`src/rtl/div_reconstruct_mul.sv`:
```
// Round-trip checker for the 8-bit divider: rebuilds N = Q*D + R with a
// sequential shift-add multiplier whose accumulator starts at R, and flags
// tuples that no legal divide could have produced (D==0 or R>=D).
module div_reconstruct_mul #(
  parameter int WIDTH = 8
) (
  input  logic               clk,
  input  logic               rst_n,
  input  logic [WIDTH-1:0]   din_Q,
  input  logic [WIDTH-1:0]   din_D,
  input  logic [WIDTH-1:0]   din_R,
  input  logic               din_valid,
  output logic               din_ready,
  output logic [2*WIDTH-1:0] dout_N,
  output logic               dout_ovf,
  output logic               dout_err,
  output logic               dout_valid,
  input  logic               dout_ready
);

  localparam int CW = $clog2(WIDTH + 1);

  typedef enum logic [1:0] {IDLE, RUN, DONE} state_e;

  state_e               state_q;
  logic [2*WIDTH-1:0]   acc_q, acc_d;
  logic [2*WIDTH-1:0]   mcand_q;
  logic [WIDTH-1:0]     mplier_q;
  logic [CW-1:0]        cnt_q;
  logic                 err_q;
  logic                 din_ready_q;
  logic                 dout_valid_q;
  logic [2*WIDTH-1:0]   dout_n_q;
  logic                 dout_ovf_q;
  logic                 dout_err_q;

  // One shift-add step: add the shifted divisor when the current quotient bit is set.
  always_comb begin
    acc_d = acc_q;
    if (mplier_q[0]) acc_d = acc_q + mcand_q;
  end

  // Control FSM plus datapath; all outputs are registered so din_* never reaches an output combinationally.
  always_ff @(posedge clk or negedge rst_n) begin
    if (!rst_n) begin
      state_q      <= IDLE;
      acc_q        <= '0;
      mcand_q      <= '0;
      mplier_q     <= '0;
      cnt_q        <= '0;
      err_q        <= 1'b0;
      din_ready_q  <= 1'b1;
      dout_valid_q <= 1'b0;
      dout_n_q     <= '0;
      dout_ovf_q   <= 1'b0;
      dout_err_q   <= 1'b0;
    end else begin
      case (state_q)
        IDLE: begin
          if (din_valid && din_ready_q) begin
            acc_q       <= {{WIDTH{1'b0}}, din_R};
            mcand_q     <= {{WIDTH{1'b0}}, din_D};
            mplier_q    <= din_Q;
            cnt_q       <= CW'(WIDTH);
            err_q       <= (din_D == '0) || (din_R >= din_D);
            din_ready_q <= 1'b0;
            state_q     <= RUN;
          end
        end
        RUN: begin
          // Fixed WIDTH iterations; no early exit so latency is data-independent.
          acc_q    <= acc_d;
          mcand_q  <= mcand_q << 1;
          mplier_q <= mplier_q >> 1;
          cnt_q    <= cnt_q - 1'b1;
          if (cnt_q == CW'(1)) begin
            // Last step: publish the final sum directly so dout_valid lands WIDTH edges after accept.
            dout_n_q     <= acc_d;
            dout_ovf_q   <= |acc_d[2*WIDTH-1:WIDTH];
            dout_err_q   <= err_q;
            dout_valid_q <= 1'b1;
            state_q      <= DONE;
          end
        end
        DONE: begin
          // Result and flags hold after the handshake until the next result overwrites them.
          if (dout_ready) begin
            dout_valid_q <= 1'b0;
            din_ready_q  <= 1'b1;
            state_q      <= IDLE;
          end
        end
        default: begin
          state_q     <= IDLE;
          din_ready_q <= 1'b1;
        end
      endcase
    end
  end

  assign din_ready  = din_ready_q;
  assign dout_valid = dout_valid_q;
  assign dout_N     = dout_n_q;
  assign dout_ovf   = dout_ovf_q;
  assign dout_err   = dout_err_q;

endmodule

```
`config.mk`:
```
export PLATFORM = sky130hd
export DESIGN_NAME = div_reconstruct_mul
export DESIGN_NICKNAME = d
export VERILOG_FILES = /design/src/rtl/div_reconstruct_mul.sv
export SDC_FILE = /design/constraint.sdc
export NUM_CORES = 1
export LEC_CHECK = 0
export ABC_AREA = 0
export CAP_MARGIN = 20
export CORE_MARGIN = 4
export CORE_UTILIZATION = 60
export CTS_CLUSTER_SIZE = 14
export DETAILED_ROUTE_END_ITERATION = 12
export GPL_TIMING_DRIVEN = 0
export PLACE_DENSITY = 0.85
export SETUP_SLACK_MARGIN = 0.2
export SLEW_MARGIN = 20
export SYNTH_ARGS = -nofsm -noshare
export SYNTH_HDL_FRONTEND = slang
export SYNTH_SLANG_ARGS = --single-unit
```
`constraint.sdc`:
```
create_clock -name clk -period 4.2 [get_ports clk]
set_input_delay 0.84 -clock clk [delete_from_list [all_inputs] [get_ports clk]]
set_output_delay 0.84 -clock clk [all_outputs]
set_load 0.03 [all_outputs]
```
; After elaboration in Yosys (flattened, before gate mapping)
; Index checks and enable logic that the tools add are counted.
[op_classes]
eq_ne = 6
n_addsub = 2
mux = 19
order_cmp = 1
bitwise_logic = 1
reduce_logical = 13
[op_table]
columns = operator, n
row1 = 16-bit one-hot mux with 2 select lines, 2
row2 = 16-bit 2-to-1 mux, 3
row3 = 16-bit adder, 1
row4 = 8-bit one-hot mux with 2 select lines, 1
row5 = 3-bit AND reduction, 3
row6 = 8-bit greater-or-equal comparator, 1
row7 = 8-bit zero test, 1
row8 = 8-bit 2-to-1 mux, 1
row9 = 4-bit one-hot mux with 2 select lines, 1
row10 = 8-bit OR reduction, 1
row11 = 2-bit 2-to-1 mux, 3
row12 = "2-bit != test, second input constant", 3
row13 = 2-bit one-hot mux with 3 select lines, 1
row14 = 2-bit AND reduction, 3
row15 = "4-bit by 1-bit equality test with 1-bit output, second input constant", 1
row16 = 1-bit 2-to-1 mux, 4
row17 = 4-bit 2-to-1 mux, 1
row18 = 2-bit nonzero test, 2
row19 = "4-bit by 1-bit subtractor with 4-bit output, second input constant", 1
row20 = 1-bit one-hot mux with 3 select lines, 1
row21 = "2-bit by 1-bit equality test with 1-bit output, second input constant", 1
row22 = "2-bit equality test, second input constant", 1
row23 = 2-bit zero test, 1
row24 = 1-bit one-hot mux with 2 select lines, 1
row25 = 3 further kinds, 3
[word_totals]
ff_bits = 67
word_cells = 53

; Longest topological paths before layout
; Gate-level depths: netlist of the first run.
[depth]
ltp_word = 3
depth_mapped = 10
mapped_depth_nobuf = 10

; Worst setup path before layout of the first run
; OpenSTA, ideal clock, no wires.
[synth_timing]
kind = input to register
startpoint = input din_R[0]
endpoint = register err_q
arrival_time_ps = 2430
path_stages = 10
required_time_ps = 4075
slack_ps = 1645
cell_sequence = inv_1 -> ha_1 -> nand2b_1 -> a21o_1 -> a21o_1 -> a21o_1 -> a21o_1 -> a211oi_1 -> o21ai_0 -> mux2_2
[synth_via]
elab_chain_len = 2
[synth_rtl]
columns = item, line
row1 = start: declaration, 11  ; input logic [WIDTH-1:0] din_R,
row2 = 8-bit greater-or-equal comparator, 65  ; err_q <= (din_D == '0) || (din_R >= din_D);
row3 = 1-bit logical OR, 65
row4 = end signal: assignment, 65
row5 = end: declaration, 30  ; logic err_q;
; No other way between the ends.
; A chain may end at the register's enable or synchronous reset.

; Worst setup path in the final report of the first run
[layout_timing]
startpoint = input din_D[0]
endpoint = register err_q
[layout_via]
elab_chain_len = 2
[layout_rtl]
columns = item, line
row1 = start: declaration, 10  ; input logic [WIDTH-1:0] din_D,
row2 = 8-bit greater-or-equal comparator or 8-bit zero test (tied branches), 65
row3 = 1-bit logical OR (*), 65
; Every way passes the cells marked *; elsewhere a longest branch is shown, timed or not.

==> flow_summary.yaml, run 1 <==
status:
  outcome: "finished, final reports clean"
critical_path:
  crit_arrival_ns: 3.09
  required_ns: 4.43
  crit_type: "in2reg"
  cp-start-kind: "input port"
  crit_path_end_kind: "flip-flop"
  worstPathMaxFanout: 3
timing:
  fmax_ghz: 0.3501
  tightest_slew_ns: 0.8910
  timing.hold.ws_ns: 0.3562
  worst_slack_ns: 1.343
  max_slew_margin_pct: 40.38
  finalCritPeriodShare_pct: 68.02
  layout_min_cycle_time_ns: 2.857
  finalSetupViolCount: 0
  rsz0062_at_grt: "false"
  slew_violations: 0
  tns_ns: 0
  hold_viol: 0
  fin_skew_ns: 0.01221
place:
  dpl.hpwl_um: 7898
  place_congestion: 0.8888
  dp_slack_ns: 0.9885
  place_inst: 579
  io_buffers: 47
  postPlaceCellArea_um2: 4609
final_layout:
  layoutNonFillerInstCount: 595
  layout-drive-gt1-share_pct: 6.564
  nNetsFinal: 567
  syn_to_final_growth_pct: 20.12
  final_design_area_no_fill_um2: 4826
  fill_cells: 473
  finish.utilization_pct: 75.14
  layout_common_cells: "66 x dfrtp_1, 64 x nand2_1, 54 x o21ai_0"
  final_common_cell: "dfrtp_1"
  seq_area_um2: 1678
  multi_input_area_um2: 2202
  antennaDiodeCount: 0
floorplanning:
  die_h_um: 89.83
  num_rows: 29
  dieWidth_um: 89.83
  design.core.area_um2: 6422
  initial_core_util_pct: 62.56
  num_io_pins: 48
  die_area_um2: 8069
clocking:
  cts_tree: "built"
  cts_resized: 0
  cts-buffers-inserted: 9
  numClockSinks: 67
  htree_levels: 3
  ctsHoldBuffers: 0
  path_clk_slew_ns: 0.08
  max-clock-path-buffers: 2
  post_cts_buffers: 0
  cts_root_buf: "clkbuf_8"
  clock_latency_ns: 0.35
synthesis:
  synthDistinctLibCells: 57
  syn_nets: 508
  synth_seq_cells: 67
  async_flop_share_pct: 100.0
  ys_warn_count: 0
  synth_area_um2: 4018
  syn_area_per_cell_um2: 8.849
  synth_cells: 454
  synth_ff_type: "dfrtp_1"
  synth_seq_area_share_pct: 41.76
  synth_edf_count: 0
route:
  route.detailed.drc: 0
  ant_nets: 0
  firstDrtPassIters: 5
  drt-vias-per-instance: 6.176
  drt_iter0_drc: 358
  wl_per_cell_um: 17.82
  vias: 3675
  finalWirelength_um: 10600
global_routing:
  grt_start_max_net_pins: 50
  grt_pass1_vias: 3537
  grtUsageTotal_pct: 27.45
  grt_first_pass_wirelength_um: 17650
  overflow: 0
  grt_antenna_before_repair: 0
pwr:
  ir_drop_v: 0.0004271
  power.static_leakage_nw: 2.160
  finalPower_mw: 3.931
  powerDensity_nw_per_um2: 814.6
min_path:
  holdCritPathClass: "in2async"
job:
  drv_cap: 0
==> sequential cells by signal, summed over array words and instances (netlist names) <==
signal,flops
acc_q,16
dout_N,16
mcand_q,16
mplier_q,8
cnt_q,4
state_q,2
din_ready,1
dout_err,1
dout_ovf,1
dout_valid,1
err_q,1
==> worst max-delay path, stage by stage <==
cell	delay [ns]
clkdlybuf4s50_1	0.55
ha_1	0.25
nand2b_1	0.14
a21o_1	0.17
a21o_1	0.17
a21o_1	0.17
a21o_1	0.17
a211oi_1	0.21
o21ai_0	0.14
mux2_2	0.28
==> power breakdown <==
group | internal, mW | switching (mW) | total, mW
sequential | 0.920 | 0.239 | 1.16
clock | 0.332 | 0.264 | 0.596
combinational | 0.894 | 1.28 | 2.18
total | 2.15 | 1.79 | 3.93
==> synthesized netlist by cell type (all sizes together) (2+ instances only) <==
master   n  area share (%)
a21oi   28             3.5
a211oi   2            0.37
a22oi   13             2.4
dfrtp   66              41
nor4bb   2            0.65
buf      5            0.53
and3     3            0.50
mux2i   17             4.5
nor4     5             1.1
nand2b   5            0.78
o21ai   55             6.9
nor3     2            0.25
a31oi    4            0.62
o21a     3            0.56
nor2    50             4.7
xor2     3            0.65
or2      3            0.47
inv     12             1.1
nand2   64             6.0
a21boi   2            0.37
nor2b    5            0.84
o22ai    5            0.78
nand3   15             1.9
xnor2    9             2.0
o211ai   3            0.68
clkbuf  19             1.8
a21o     9             1.7
ha      25             7.8
==> worst paths after layout <==
path | startpoint | end | slack (ns) | cells past startpoint
max | din_D[0] | err_q$_DFFE_PN0P_ | 1.34 | 10
min | rst_n | acc_q[11]$_DFFE_PN0P_ | 0.36 | 1
max reg2reg | mcand_q[0]$_DFFE_PN0P_ | dout_ovf$_DFFE_PN0P_ | 1.35 | 10
min reg2reg | dout_N[10]$_DFFE_PN0P_ | dout_N[10]$_DFFE_PN0P_ | 0.48 | 2
max in group asynchronous | rst_n | din_ready$_DFFE_PN1P_ | 3.27 | 2
min in group clk | dout_N[10]$_DFFE_PN0P_ | dout_N[10]$_DFFE_PN0P_ | 0.48 | 2
==> layout make-up <==
class,instances,area share [%]
plain buffers,24,1.919
clock buffers,9,2.567
clock inverters,7,1.919
inverters,12,0.9334
multi-input cells,351,45.63
flip-flops and latches,67,34.77
well taps,77,1.996
repair buffers,48,10.27
==> cells by family (layout without fill, tap and decap cells) <==
kind of cell               after synthesis  count (layout)  share of synthesized area, %
and+or+nand+nor                        161             161                         18.47
DFF                                     67              67                         41.76
xor gates and xnor gates                12              12                         2.616
muxes                                   18              18                         4.827
AOI/OAI and AO/OA                      134             134                         20.62
adders and majority gates               26              26                         8.284
buffers and inverters                   36             100                         3.426
==> layer usage <==
metal	vias to the layer above	track usage (%)	routed length [um]
met5	-	0	0
met4	0	10.60	226
met3	21	4.758	655
met2	130	44.36	5049
met1	1791	37.12	4668
li1	1733	-	-
No activity file was read; power rests on OpenSTA's default activity.
==> run 2, diff against run 1 <==
--- a/config.mk
+++ b/config.mk
@@ -8,11 +8,11 @@
 export ABC_AREA = 0
 export CAP_MARGIN = 20
 export CORE_MARGIN = 4
-export CORE_UTILIZATION = 60
+export CORE_UTILIZATION = 51
 export CTS_CLUSTER_SIZE = 14
 export DETAILED_ROUTE_END_ITERATION = 12
 export GPL_TIMING_DRIVEN = 0
-export PLACE_DENSITY = 0.85
+export PLACE_DENSITY = 0.77
 export SETUP_SLACK_MARGIN = 0.2
 export SLEW_MARGIN = 20
 export SYNTH_ARGS = -nofsm -noshare
==> constraint.sdc (replaced) <==
create_clock -name clk -period 2.5 [get_ports clk]
set_input_delay 0.5 -clock clk [delete_from_list [all_inputs] [get_ports clk]]
set_output_delay 0.5 -clock clk [all_outputs]
set_load 0.03 [all_outputs]
==> flow_summary.yaml, run 2 (synthesized netlist as in run 1, its figures left out) <==
status:
  outcome: "finished with violations"
  violations: "negative setup slack"
route:
  finalWirelength_um: 11070
  firstDrtPassIters: 5
  drt_iter0_drc: 205
  drt-vias-per-instance: 5.854
  route.detailed.drc: 0
  wl_per_cell_um: 17.38
  ant_nets: 0
  vias: 3729
place:
  postPlaceCellArea_um2: 4646
  place_inst: 604
  io_buffers: 47
  dpl.hpwl_um: 7654
  place_congestion: 0.9548
pwr:
  p_seq_share_pct: 27.7
  power.static_leakage_nw: 2.290
  p_sw_mw: 3.176
  combPwrFrac_pct: 60.6
  finalPower_mw: 7.047
  p_int_mw: 3.871
  powerDensity_nw_per_um2: 1377
  clkPwrFrac_pct: 11.7
  ir_drop_v: 0.0005805
  swShare_pct: 45.07
final_layout:
  syn_to_final_growth_pct: 27.41
  layout-drive-gt1-share_pct: 14.58
  nNetsFinal: 584
  layout_common_cells: "63 x nand2_1, 62 x dfrtp_1, 48 x nor2_1, 48 x o21ai_0, 42 x clkdlybuf4s50_1"
  final_design_area_no_fill_um2: 5119
  antennaDiodeCount: 0
  final_common_cell: "nand2_1"
  layoutNonFillerInstCount: 637
  fill_cells: 620
critical_path:
  r2r_end: "dout_ovf$_DFFE_PN0P_"
  reg2regPathDepth: 10
  worstPathMaxFanout: 4
  crit_arrival_ns: 2.94
  r2r_slack_ns: -0.21
  r2r-start: "acc_q[0]$_DFFE_PN0P_"
  crit_type: "reg2reg"
  required_ns: 2.73
  cp-start-kind: "flip-flop"
  crit_path_end_kind: "flip-flop"
timing:
  hold_viol: 0
  max_slew_margin_pct: 60.60
  fin_skew_ns: 0.008135
  worst_slack_ns: -0.2114
  tightest_slew_ns: 0.5910
  rsz0062_at_grt: "true"
  fmax_ghz: 0.3688
  finalCritPeriodShare_pct: 108.5
  slew_violations: 0
  layout_min_cycle_time_ns: 2.711
  finalSetupViolCount: 3
clocking:
  path_clk_slew_ns: 0.07
  cts_root_buf: "clkbuf_8"
  numClockSinks: 67
  cts-buffers-inserted: 9
  cts_tree: "built"
  ctsHoldBuffers: 0
  max-clock-path-buffers: 2
  htree_levels: 3
  clock_latency_ns: 0.35
job:
  drv_cap: 0
global_routing:
  grt_use_met1_pct: 30.76
  grt_antenna_before_repair: 0
  grtUsageMet3_pct: 3.965
  grt_pass1_vias: 3460
  use_met2_pct: 36.31
  grt_first_pass_wirelength_um: 16950
  overflow: 0
  grt_start_max_net_pins: 50
  grtUsageTotal_pct: 22.47
  grt_busiest_layer: "met2"
floorplanning:
  num_rows: 32
  die_h_um: 96.76
  num_io_pins: 48
  design.core.area_um2: 7687
  die_area_um2: 9362
  initial_core_util_pct: 52.26
  dieWidth_um: 96.76
min_path:
  holdCritPathClass: "in2async"
## run 2: worst max path at each step
stage / start / endpoint / slack [ns] / cells past startpoint
floorplan: acc_q[0]$_DFFE_PN0P_ / dout_ovf$_DFFE_PN0P_ / 0.03 / 10
global placement: rst_n / cnt_q[1]$_DFFE_PN0P_ / -1.27 / 1
detailed placement: din_R[0] / err_q$_DFFE_PN0P_ / -0.45 / 11
CTS: acc_q[0]$_DFFE_PN0P_ / dout_ovf$_DFFE_PN0P_ / -0.12 / 10
global route: mcand_q[0]$_DFFE_PN0P_ / dout_ovf$_DFFE_PN0P_ / -0.34 / 12
finish: acc_q[0]$_DFFE_PN0P_ / dout_ovf$_DFFE_PN0P_ / -0.21 / 10
## run 2: routing by layer
| metal | wire (um) | part of all wire (%) |
|---|---|---|
| met1 | 4840 | 44 |
| met2 | 5435 | 49 |
| met4 | 236 | 2.1 |
| met5 | 0 | 0 |
| met3 | 562 | 5.1 |
## run 2: power by group through the flow
stage	clock network [mW]	logic [mW]	registers [mW]
after floorplan	0	2.35	2.12
after global placement	0	3.45	1.92
after detailed placement	0	3.56	1.94
after CTS	0.825	3.79	1.93
after global routing	0.875	4.62	2.02
final	0.824	4.27	1.95
## run 2: critical path, stage by stage (launching register included)
cell and delay (ns):
dfrtp_1 0.41, ha_4 0.19, fa_2 0.35, a21o_1 0.21
a221oi_4 0.35, nor2b_2 0.09, o31a_1 0.31, xnor2_1 0.18
a21o_1 0.19, nor4bb_4 0.21, a31oi_1 0.11
## run 2: what timing repair did
| action | in CTS | in global routing |
|---|---|---|
| pin swaps | 6 | 12 |
| gates resized for setup | 15 | 35 |
| endpoints found under the hold margin | 0 | 0 |
| setup buffers | 6 | 11 |
| endpoints found under the setup margin | 19 | 31 |
## run 2: stage by stage
step / worst slack (ns) / setup TNS (ns) / utilization [%] / hold slack [ns]
global placement: -1.268 / -84.46 / 60.11 / 0.4536
CTS: -0.1181 / -0.1181 / 63.95 / 0.02306
floorplan: 0.02991 / 0 / - / 0.2044
finish: -0.2114 / -0.4828 / 66.59 / 0.01329
global route: -0.3390 / -0.8855 / 66.59 / 0.02869
detailed placement: -0.4515 / -0.7194 / 60.43 / 0.3972
## run 2: area by class of cell
cell class / instances / area, um^2 / share of cell area, %
clock buffers: 16 / 170.2 / 3.324
repair buffers: 65 / 633.1 / 12.37
inverters: 12 / 45.04 / 0.8800
multi-input cells: 351 / 2364 / 46.17
flip-flops and latches: 67 / 1683 / 32.88
plain buffers: 24 / 96.34 / 1.882
well taps: 102 / 127.6 / 2.493
==> run 3, diff against run 2 <==
--- a/config.mk
+++ b/config.mk
@@ -8,11 +8,11 @@
 export ABC_AREA = 0
 export CAP_MARGIN = 20
 export CORE_MARGIN = 4
-export CORE_UTILIZATION = 51
+export CORE_UTILIZATION = 56
 export CTS_CLUSTER_SIZE = 14
 export DETAILED_ROUTE_END_ITERATION = 12
 export GPL_TIMING_DRIVEN = 0
-export PLACE_DENSITY = 0.77
+export PLACE_DENSITY = 0.8
 export SETUP_SLACK_MARGIN = 0.2
 export SLEW_MARGIN = 20
 export SYNTH_ARGS = -nofsm -noshare
==> constraint.sdc (replaced) <==
create_clock -name clk -period 3.05 [get_ports clk]
set_input_delay 0.61 -clock clk [delete_from_list [all_inputs] [get_ports clk]]
set_output_delay 0.61 -clock clk [all_outputs]
set_load 0.03 [all_outputs]
==> flow_summary.yaml, run 3 (synthesized netlist as in run 1, its figures left out) <==
global_routing:
  grt_antenna_before_repair: 0
  grt_first_pass_wirelength_um: 16390
  overflow: 0
  grt_pass1_vias: 3312
  grtUsageTotal_pct: 24.40
  grt_start_max_net_pins: 52
timing:
  rsz0062_at_grt: "false"
  tightest_slew_ns: 0.8314
  hold_viol: 0
  tns_ns: 0
  finalSetupViolCount: 0
  layout_min_cycle_time_ns: 2.740
  finalCritPeriodShare_pct: 89.84
  max_slew_margin_pct: 44.37
  slew_violations: 0
  timing.hold.ws_ns: 0.1175
  fin_skew_ns: 0.01504
  fmax_ghz: 0.3649
place:
  place_congestion: 0.9775
  io_buffers: 47
  dpl.hpwl_um: 7749
critical_path:
  crit_type: "reg2reg"
  cp_cell_sequence: "ha_2, fa_2, a21o_1, a221oi_4, nor2b_2, o31a_1, xnor2_1, a21o_1, nor4bb_4, a31oi_1"
  r2r_end: "dout_ovf$_DFFE_PN0P_"
  r2r_slack_ns: 0.31
  r2r-start: "mcand_q[0]$_DFFE_PN0P_"
  worstPathMaxFanout: 4
  critical_path.max_stage_delay_ns: 0.43
  cpMostUsedCell: "a21o_1"
  cp-start-kind: "flip-flop"
  critPathLaunch: "mcand_q[0]$_DFFE_PN0P_"
  reg2regPathDepth: 10
  crit_path_end_kind: "flip-flop"
  crit_arrival_ns: 2.95
  crit_slowest_cell: "dfrtp_1"
  required_ns: 3.26
pwr:
  power.static_leakage_nw: 2.177
  ir_drop_v: 0.0005420
  powerDensity_nw_per_um2: 1103
clocking:
  clock_latency_ns: 0.35
  htree_levels: 3
  max-clock-path-buffers: 2
  cts_tree: "built"
  cts_root_buf: "clkbuf_8"
  ctsHoldBuffers: 0
  numClockSinks: 67
  path_clk_slew_ns: 0.08
  cts-buffers-inserted: 9
floorplanning:
  num_rows: 30
  num_io_pins: 48
  design.core.area_um2: 6869
  die_area_um2: 8593
  initial_core_util_pct: 58.49
  dieWidth_um: 92.70
  die_h_um: 92.70
final_layout:
  seq_area_um2: 1678
  layout_common_cells: "66 x dfrtp_1, 64 x nand2_1, 53 x o21ai_0"
  nNetsFinal: 569
  antennaDiodeCount: 0
  multi_input_area_um2: 2216
  layout-drive-gt1-share_pct: 7.308
  final_common_cell: "dfrtp_1"
  fill_cells: 567
  syn_to_final_growth_pct: 21.02
route:
  wl_per_cell_um: 16.48
  ant_nets: 0
  drt_iter0_drc: 237
  finalWirelength_um: 10150
  route.detailed.drc: 0
  drt-vias-per-instance: 5.877
  vias: 3620
  firstDrtPassIters: 5
job:
  drv_cap: 0
min_path:
  holdCritPathClass: "in2async"
status:
  outcome: "finished, final reports clean"
-- run 3: worst max path at each step --
| stage | slack [ns] | cells past startpoint | endpoint |
|---|---|---|---|
| CTS | 0.22 | 10 | dout_ovf$_DFFE_PN0P_ |
| global placement | -0.80 | 1 | cnt_q[1]$_DFFE_PN0P_ |
| global route | 0.16 | 10 | dout_ovf$_DFFE_PN0P_ |
| floorplan | 0.54 | 10 | dout_ovf$_DFFE_PN0P_ |
| finish | 0.31 | 10 | dout_ovf$_DFFE_PN0P_ |
| detailed placement | -0.04 | 11 | err_q$_DFFE_PN0P_ |
-- run 3: power by group --
group / total [mW] / switching, mW / internal (mW)
Combinational: 3.01 / 1.73 / 1.27
Clock: 0.759 / 0.376 / 0.383
Sequential: 1.59 / 0.328 / 1.27
-- run 3: layout make-up --
type,instances,share of cell area [%]
clock buffer,9,2.548
timing repair buffer,50,10.50
tap,96,2.470
buffer,24,1.904
inverter,12,0.9264
multi-input combinational,351,45.57
sequential,67,34.51
clock inverter,7,1.570
-- run 3: per-layer routing --
| layer | global-route usage, % | vias to the layer above | wire (um) |
|---|---|---|---|
| met4 | 7.326 | 0 | 93 |
| li1 | - | 1738 | - |
| met5 | 0 | - | 0 |
| met3 | 3.656 | 10 | 637 |
| met1 | 33.89 | 1751 | 4569 |
| met2 | 39.64 | 121 | 4851 |
-- run 3: through the flow --
| stage | area, um^2 | power [mW] | instances | setup WS, ns | util (%) |
|---|---|---|---|---|---|
| CTS | 4833 | 5.279 | 614 | 0.2186 | 70.36 |
| global route | 4862 | 5.739 | 616 | 0.1608 | 70.78 |
| detailed placement | 4633 | 4.514 | 598 | -0.03577 | 67.45 |
| finish | 4862 | 5.362 | 616 | 0.3098 | 70.78 |
| floorplan | 4018 | 3.662 | 454 | 0.5386 | - |
| global placement | 4608 | 4.428 | 597 | -0.7959 | 67.09 |
-- run 3: timing repair --
action,CTS,global route
setup endpoints to repair,0,2
endpoints found under the hold margin,0,0
setup buffers,0,2
resized for setup,0,4
-- run 3: worst max-delay path, delay by kind of cell (launching register included) --
kind            cells  cell delay, ns
fa+ha+maj           2            0.57
simple gates        2            0.29
xor+xnor            1            0.14
flops               1            0.43
compound gates      5            1.17
